`src/rtl/lcd_byte_writer.sv`:
```
// HD44780 4-bit byte writer: one byte per valid/ready handshake, sent high nibble first. oReady returns 2S+2P+2H+G+B+1 cycles after accept.
// oReady stays low while a byte is in flight. Define LCD_CLEAR_DELAY_EN to stretch the post-byte gap after clear/home commands.
module lcd_byte_writer #(
  parameter int SETUP_CYCLES      = 2,
  parameter int PULSE_CYCLES      = 12,
  parameter int HOLD_CYCLES       = 1,
  parameter int NIBBLE_GAP_CYCLES = 50,
  parameter int BYTE_GAP_CYCLES   = 2000,
  parameter int CLEAR_GAP_CYCLES  = 82000
) (
  input  logic       Clock,
  input  logic       Reset,
  input  logic       iValid,
  output logic       oReady,
  input  logic       iRegisterSelect,
  input  logic [7:0] iData,
  output logic       oBusy,
  output logic       oLCD_Enabled,
  output logic       oLCD_RegisterSelect,
  output logic       oLCD_ReadWrite,
  output logic       oLCD_StrataFlashControl,
  output logic [3:0] oLCD_Data
);

  localparam int CW = 17;

  // Reload value is N-1 so a state lasts N cycles; N=0 behaves like 1.
  function automatic logic [CW-1:0] load_of(input int n);
    return (n <= 1) ? '0 : CW'(n - 1);
  endfunction

  localparam logic [CW-1:0] SETUP_LD = load_of(SETUP_CYCLES);
  localparam logic [CW-1:0] PULSE_LD = load_of(PULSE_CYCLES);
  localparam logic [CW-1:0] HOLD_LD  = load_of(HOLD_CYCLES);
  localparam logic [CW-1:0] NGAP_LD  = load_of(NIBBLE_GAP_CYCLES);
  localparam logic [CW-1:0] BGAP_LD  = load_of(BYTE_GAP_CYCLES);
  localparam logic [CW-1:0] CGAP_LD  = load_of(CLEAR_GAP_CYCLES);

  typedef enum logic [3:0] {
    IDLE, HI_SETUP, HI_PULSE, HI_HOLD, NIB_GAP,
    LO_SETUP, LO_PULSE, LO_HOLD, BYTE_GAP
  } state_t;

  state_t          state_q, state_n;
  logic [CW-1:0]   cnt_q, cnt_n;
  logic [7:0]      byte_q, byte_n;
  logic            rs_q, rs_n;
  logic            long_q, long_n;
  logic            accept, is_clear;
  logic            e_n, lcd_rs_n;
  logic [3:0]      data_n;

  assign oReady                  = (state_q == IDLE) && !Reset;
  assign oBusy                   = (state_q != IDLE);
  assign accept                  = iValid && oReady;
  assign oLCD_ReadWrite          = 1'b0;
  assign oLCD_StrataFlashControl = 1'b1;

`ifdef LCD_CLEAR_DELAY_EN
  assign is_clear = !iRegisterSelect && ((iData == 8'h01) || (iData == 8'h02));
`else
  assign is_clear = 1'b0;
`endif

  always_comb begin
    state_n = state_q;
    cnt_n   = cnt_q;
    byte_n  = byte_q;
    rs_n    = rs_q;
    long_n  = long_q;
    if (state_q == IDLE) begin
      if (accept) begin
        state_n = HI_SETUP;
        cnt_n   = SETUP_LD;
        byte_n  = iData;
        rs_n    = iRegisterSelect;
        long_n  = is_clear;
      end
    end else if (cnt_q != '0) begin
      cnt_n = cnt_q - CW'(1);
    end else begin
      case (state_q)
        HI_SETUP: begin state_n = HI_PULSE; cnt_n = PULSE_LD; end
        HI_PULSE: begin state_n = HI_HOLD;  cnt_n = HOLD_LD;  end
        HI_HOLD:  begin state_n = NIB_GAP;  cnt_n = NGAP_LD;  end
        NIB_GAP:  begin state_n = LO_SETUP; cnt_n = SETUP_LD; end
        LO_SETUP: begin state_n = LO_PULSE; cnt_n = PULSE_LD; end
        LO_PULSE: begin state_n = LO_HOLD;  cnt_n = HOLD_LD;  end
        LO_HOLD:  begin state_n = BYTE_GAP; cnt_n = long_q ? CGAP_LD : BGAP_LD; end
        default:  begin state_n = IDLE;     cnt_n = '0;       end
      endcase
    end
  end

  // Pin values are decoded from the next state so the pins come straight off flops.
  always_comb begin
    e_n      = (state_n == HI_PULSE) || (state_n == LO_PULSE);
    lcd_rs_n = (state_n != IDLE) ? rs_n : 1'b0;
    data_n   = 4'h0;
    if (state_n inside {HI_SETUP, HI_PULSE, HI_HOLD, NIB_GAP})
      data_n = byte_n[7:4];
    else if (state_n != IDLE)
      data_n = byte_n[3:0];
  end

  always_ff @(posedge Clock) begin
    if (Reset) begin
      state_q             <= IDLE;
      cnt_q               <= '0;
      byte_q              <= 8'h00;
      rs_q                <= 1'b0;
      long_q              <= 1'b0;
      oLCD_Enabled        <= 1'b0;
      oLCD_RegisterSelect <= 1'b0;
      oLCD_Data           <= 4'h0;
    end else begin
      state_q             <= state_n;
      cnt_q               <= cnt_n;
      byte_q              <= byte_n;
      rs_q                <= rs_n;
      long_q              <= long_n;
      oLCD_Enabled        <= e_n;
      oLCD_RegisterSelect <= lcd_rs_n;
      oLCD_Data           <= data_n;
    end
  end

endmodule

```
`config.mk`:
```
export PLATFORM = sky130hd
export DESIGN_NAME = lcd_byte_writer
export DESIGN_NICKNAME = d
export VERILOG_FILES = /design/src/rtl/lcd_byte_writer.sv
export SDC_FILE = /design/constraint.sdc
export NUM_CORES = 1
export LEC_CHECK = 0
export CAP_MARGIN = 20
export CORE_MARGIN = 3
export CORE_UTILIZATION = 45
export DETAILED_ROUTE_END_ITERATION = 10
export DONT_BUFFER_PORTS = 1
export GPL_TIMING_DRIVEN = 0
export PLACE_DENSITY = 0.66
export SYNTH_ARGS = -nofsm -noshare
export SYNTH_HDL_FRONTEND = slang
export SYNTH_SLANG_ARGS = --single-unit
```
`constraint.sdc`:
```
create_clock -name Clock -period 2.7 [get_ports Clock]
set_clock_uncertainty 0.1 [all_clocks]
set_input_delay 0.54 -clock Clock [delete_from_list [all_inputs] [get_ports Clock]]
set_output_delay 0.54 -clock Clock [all_outputs]
set_load 0.01 [all_outputs]
```
* Word-level counts from Yosys, hierarchy flattened
Index checks and enable logic that the tools add are counted.
** Operators by class
- Reductions and logical operators :: 11
- Muxes and demuxes :: 14
- Bitwise operators :: 1
- Add/subtract/negate cells :: 1
- Equality and inequality tests :: 13
** Operators with widths (count)
- $mux W17 :: 3
- $pmux W11 S4 :: 1
- $pmux W4 S7 :: 1
- $eq A4 B3 Y1 const B :: 6
- $mux W4 :: 5
- $reduce_bool A17 Y1 :: 1
- $sub A17 B1 Y17 const B :: 1
- $eq A4 B2 Y1 const B :: 4
- $mux W8 :: 2
- $reduce_bool A4 Y1 :: 3
- $eq A4 B1 Y1 const B :: 2
- $logic_not A4 Y1 :: 1
- $reduce_or A2 Y1 :: 2
- $logic_and A1 B1 Y1 :: 2
- $mux W1 :: 2
- $ne A2 B2 Y1 const B :: 1
- $logic_not A1 Y1 :: 1
- $logic_or A1 B1 Y1 :: 1
- $not A1 Y1 :: 1
** Word-level totals
- Output and inout bits :: 10
- Word-level logic and storage cells :: 47
- Register bits :: 36

* Longest topological paths before layout
- Depth in word-level cells :: 8
- Gate-level depth with buffers :: 9
- Mapped depth without buffers :: 7

* Least setup slack after synthesis
No wires, ideal clock.
- Path kind :: flip-flop to flip-flop
- From :: register cnt_q[0]
- To :: register cnt_q[10]
- Path slack :: 0.096 ns
- Cell stages (with the launch flop) :: 9
- Library setup time :: 0.132 ns
- Path buffers :: 1
- Arrival :: 2.371 ns
- Path through :: dfxtp_1 inv_1 ha_1 or4b_2 or4_4 buf_6 o21a_1 o311ai_1 a21oi_1
** Between the ends
- Cells in the longest elaborated chain, start to end :: 3
- Elaborated cells between the ends (all ways) :: 4
- Classes of those cells :: add/sub (1); mux (2); reduce/logical (1)
** RTL lines
- from (decl) :: RTL line 45 : logic [CW-1:0] cnt_q, cnt_n;
- from (signal assigned) :: RTL line 118 : cnt_q <= cnt_n;
- $sub A17 B1 Y17 / $reduce_bool A17 Y1 (equally long branches) :: RTL line 80, 79
- $mux W17 * :: RTL line 79 : end else if (cnt_q != '0) begin
- $mux W17 * :: RTL line 71 : if (state_q == IDLE) begin
Mark *: on every way between the ends. The rest lies on a longest branch, timed or not.
A chain may end at the register's enable or synchronous reset.

* Final worst setup path
- From :: register cnt_q[6]
- To :: register cnt_q[4]
** Between the ends
- Cells in the longest elaborated chain, start to end :: 3
** RTL lines (RTL line)
- $reduce_bool A17 Y1 :: 79
- $mux W17 :: 79
- $mux W17 :: 71
Every way passes these cells.

==> flow_metrics.py <==
metrics = {
    "timing": {
        "fin_crit_ns": 2.65,
        "hold_ws_ns": 0.221,
        "setup_viol": 0,
        "hold_violations": 0,
        "worstMarginPinSlew_ns": 0.627,
        "period_share_pct": 98.0,
        "drv_slew": 0,
        "max_slew_margin_pct": 58.1,
        "rsz0062_at_grt": "true",
        "setup_tns_ns": 0,
        "fmax_mhz": 378,
    },
    "floorplan": {
        "die_width_um": 70.6,
        "initial_core_util_pct": 49.1,
        "die_h_um": 70.6,
        "die_area_um2": 4980,
        "io_pins": 22,
        "rows": 22,
        "coreArea_um2": 3830,
    },
    "logic_synthesis": {
        "ys_warn_count": 0,
        "synth_top_area_share_pct": 38.4,
        "synth.most_common_cell": "nand2_1",
        "synthDistinctLibCells": 43,
        "synth_cells": 235,
        "synthTopCellsByCount": "nand2_1 (37), dfxtp_1 (36), a21oi_1 (25), nor2_1 (16), clkbuf_1 (11)",
        "syn_nets": 249,
        "synth_top_area_cell": "dfxtp_1",
        "yosys_most_used_dff": "dfxtp_1",
        "netlist_area_um2": 1880,
        "ys_seq_area_share_pct": 38.4,
        "synth_area_per_cell_um2": 7.99,
        "synth_edf_count": 0,
        "ys_top_cells_by_area": "dfxtp_1 (38%), nand2_1 (7.4%), a21oi_1 (6.7%)",
        "synthArstFlopShare_pct": 0,
        "synth-seq-cells": 36,
    },
    "clocking": {
        "cts_buffer_depth": 2,
        "ctsHtreeMaxLevel": 2,
        "cts.sinks": 36,
        "cts_tree": "built",
        "clock_latency_ns": 0.29,
        "numCtsBuffers": 5,
        "cts_setup_buffers": 0,
        "ctsRootBufferMaster": "clkbuf_8",
        "clkTransAtPathRegs_ns": 0.07,
    },
    "detailed_routing": {
        "ant_nets": 0,
        "drt_iter0_markers": 126,
        "viasPerCell": 5.98,
        "drt-pass1-iter-count": 4,
        "wl_per_cell_um": 15.4,
        "drt_wl_total_mm": 4.47,
        "num_vias": 1741,
        "drc": 0,
    },
    "global_routing": {
        "antenna_found_initial": 0,
        "grt_pass1_wl_mm": 7.52,
        "overflow": 0,
        "grt_use_total_pct": 18.7,
        "grt_pass1_vias": 1573,
        "grt_start_max_net_pins": 13,
    },
    "worst_hold_path": {
        "min_path_cells": 1,
        "worstHoldEndpoint": "byte_q[4]$_SDFF_PP0_",
        "min_from": "Reset",
        "min_path_type": "input pin to flop",
    },
    "place": {
        "hpwl_mm": 3.23,
        "routabilityCongestion": 0.841,
        "placed_area_um2": 1940,
        "port_buffers": 0,
    },
    "critical_path": {
        "startpoint_type": "flop",
        "r2r-end": "cnt_q[4]$_SDFFE_PP0P_",
        "end_kind": "flop",
        "required_ns": 2.82,
        "worstReg2RegStart": "cnt_q[6]$_SDFFE_PP0P_",
        "path_class": "flop to flop",
        "worstPathArrival_ns": 2.76,
        "reg2reg_depth": 7,
        "crit_fanout": 10,
        "ff2ff_setup_slack_ns": 0.05,
    },
    "final_layout": {
        "diodes": 0,
        "drive_gt1_share_pct": 11.1,
        "nets": 256,
        "fin_area_um2": 2080,
        "syn_to_final_growth_pct": 10.8,
    },
    "power": {
        "pwr-share-clk_pct": 12.0,
        "power_frac_comb_pct": 62.4,
        "pwr_density_cell_nw_per_um2": 1530,
        "pwr-share-seq_pct": 25.5,
        "switching_power_mw": 1.54,
        "internal_power_mw": 1.64,
        "p_sw_share_pct": 48.4,
        "vdd_drop_max_uv": 839,
        "power_leakage_nw": 0.747,
    },
    "status": {
        "status": "completed",
    },
    "job": {
        "drv_cap": 0,
    },
}
[through the flow]
stage                     worst slack (ns)  power (mW)  instances  util (%)
after floorplan                     0.0964        2.24        235         -
after global placement              -0.109        2.61        283      50.7
after detailed placement            -0.125        2.62        283      50.7
after CTS                           0.0108        3.08        291      53.7
after global routing               -0.0199        3.46        291      54.4
final                               0.0543        3.18        291      54.4
[repair_timing]
item	4_1_cts	5_1_grt
endpoints found under the setup margin	12	12
gates cloned	0	0
hold buffers	0	0
gates resized for setup	5	7
[area by class of cell]
| class | count | area (um^2) |
|---|---|---|
| inverters | 8 | 30.0 |
| plain buffers | 16 | 91.3 |
| multi-input cells | 175 | 1090 |
| clock inverters | 3 | 18.8 |
| clock buffers | 5 | 68.8 |
| well taps | 48 | 60.1 |
| fillers | 359 | 1750 |
| flip-flops and latches | 36 | 721 |
[per-layer routing]
| layer | part of all wire, % | global-route usage (%) |
|---|---|---|
| met4 | 1.7 | 6.68 |
| met5 | 0 | 0 |
| met3 | 4.9 | 4.69 |
| met2 | 43 | 28.1 |
| met1 | 50 | 26.2 |
[power groups by stage]
stage          combinational [mW]  sequential (mW)  clock [mW]
2_1_floorplan                1.46            0.778           0
3_3_place_gp                 1.80            0.811           0
3_5_place_dp                 1.81            0.810           0
4_1_cts                      1.88            0.804       0.393
5_1_grt                      2.22            0.830       0.412
6_report                     1.98            0.811       0.382
[cell families after synthesis]
kind of cell | count (synthesis) | synth area share [%]
buffers and inverters | 24 | 6.40
XOR/XNOR | 1 | 0.466
AO/OA/AOI/OAI | 70 | 23.9
multiplexers | 1 | 0.533
flip-flops | 36 | 38.4
other | 2 | 0.400
adder cells (fa/ha/maj) | 2 | 1.33
AND/OR/NAND/NOR | 99 | 28.6
[worst max path at each step]
stage,startpoint,endpoint,depth (start not counted)
5_1_grt,state_q[2]$_SDFF_PP0_,oLCD_Data[1]$_SDFF_PP0_,7
6_report,cnt_q[6]$_SDFFE_PP0P_,cnt_q[4]$_SDFFE_PP0P_,7
4_1_cts,cnt_q[6]$_SDFFE_PP0P_,cnt_q[10]$_SDFFE_PP0P_,8
2_1_floorplan,cnt_q[0]$_SDFFE_PP0P_,cnt_q[10]$_SDFFE_PP0P_,8
3_3_place_gp,cnt_q[0]$_SDFFE_PP0P_,cnt_q[10]$_SDFFE_PP0P_,8
3_5_place_dp,cnt_q[0]$_SDFFE_PP0P_,cnt_q[10]$_SDFFE_PP0P_,8
[worst max-delay path, stage by stage (launching register included)]
cell and delay [ns]:
dfxtp_1 0.31, buf_6 0.13, or4_4 0.52, buf_6 0.15, or4_4 0.54, buf_6 0.16, or4_4 0.50, a31oi_1 0.16
[placed cells by master, fill, tap and decap left out, types with 5 or more instances in the layout]
cell and instances:
a21oi_1 25, clkbuf_1 10, clkbuf_8 5, dfxtp_1 36, inv_1 7, nand2_1 37
nor2_1 16, nor3_1 8, o21ai_0 9, o22ai_1 6, or4_1 8
[flip-flops by register name, indices dropped and copies added, names as in the netlist]
| register | count |
|---|---|
| byte_q | 8 |
| oLCD_Enabled | 1 |
| oLCD_Data | 4 |
| oLCD_RegisterSelect | 1 |
| rs_q | 1 |
| cnt_q | 17 |
| state_q | 4 |
(Power assumes the default switching activity.)
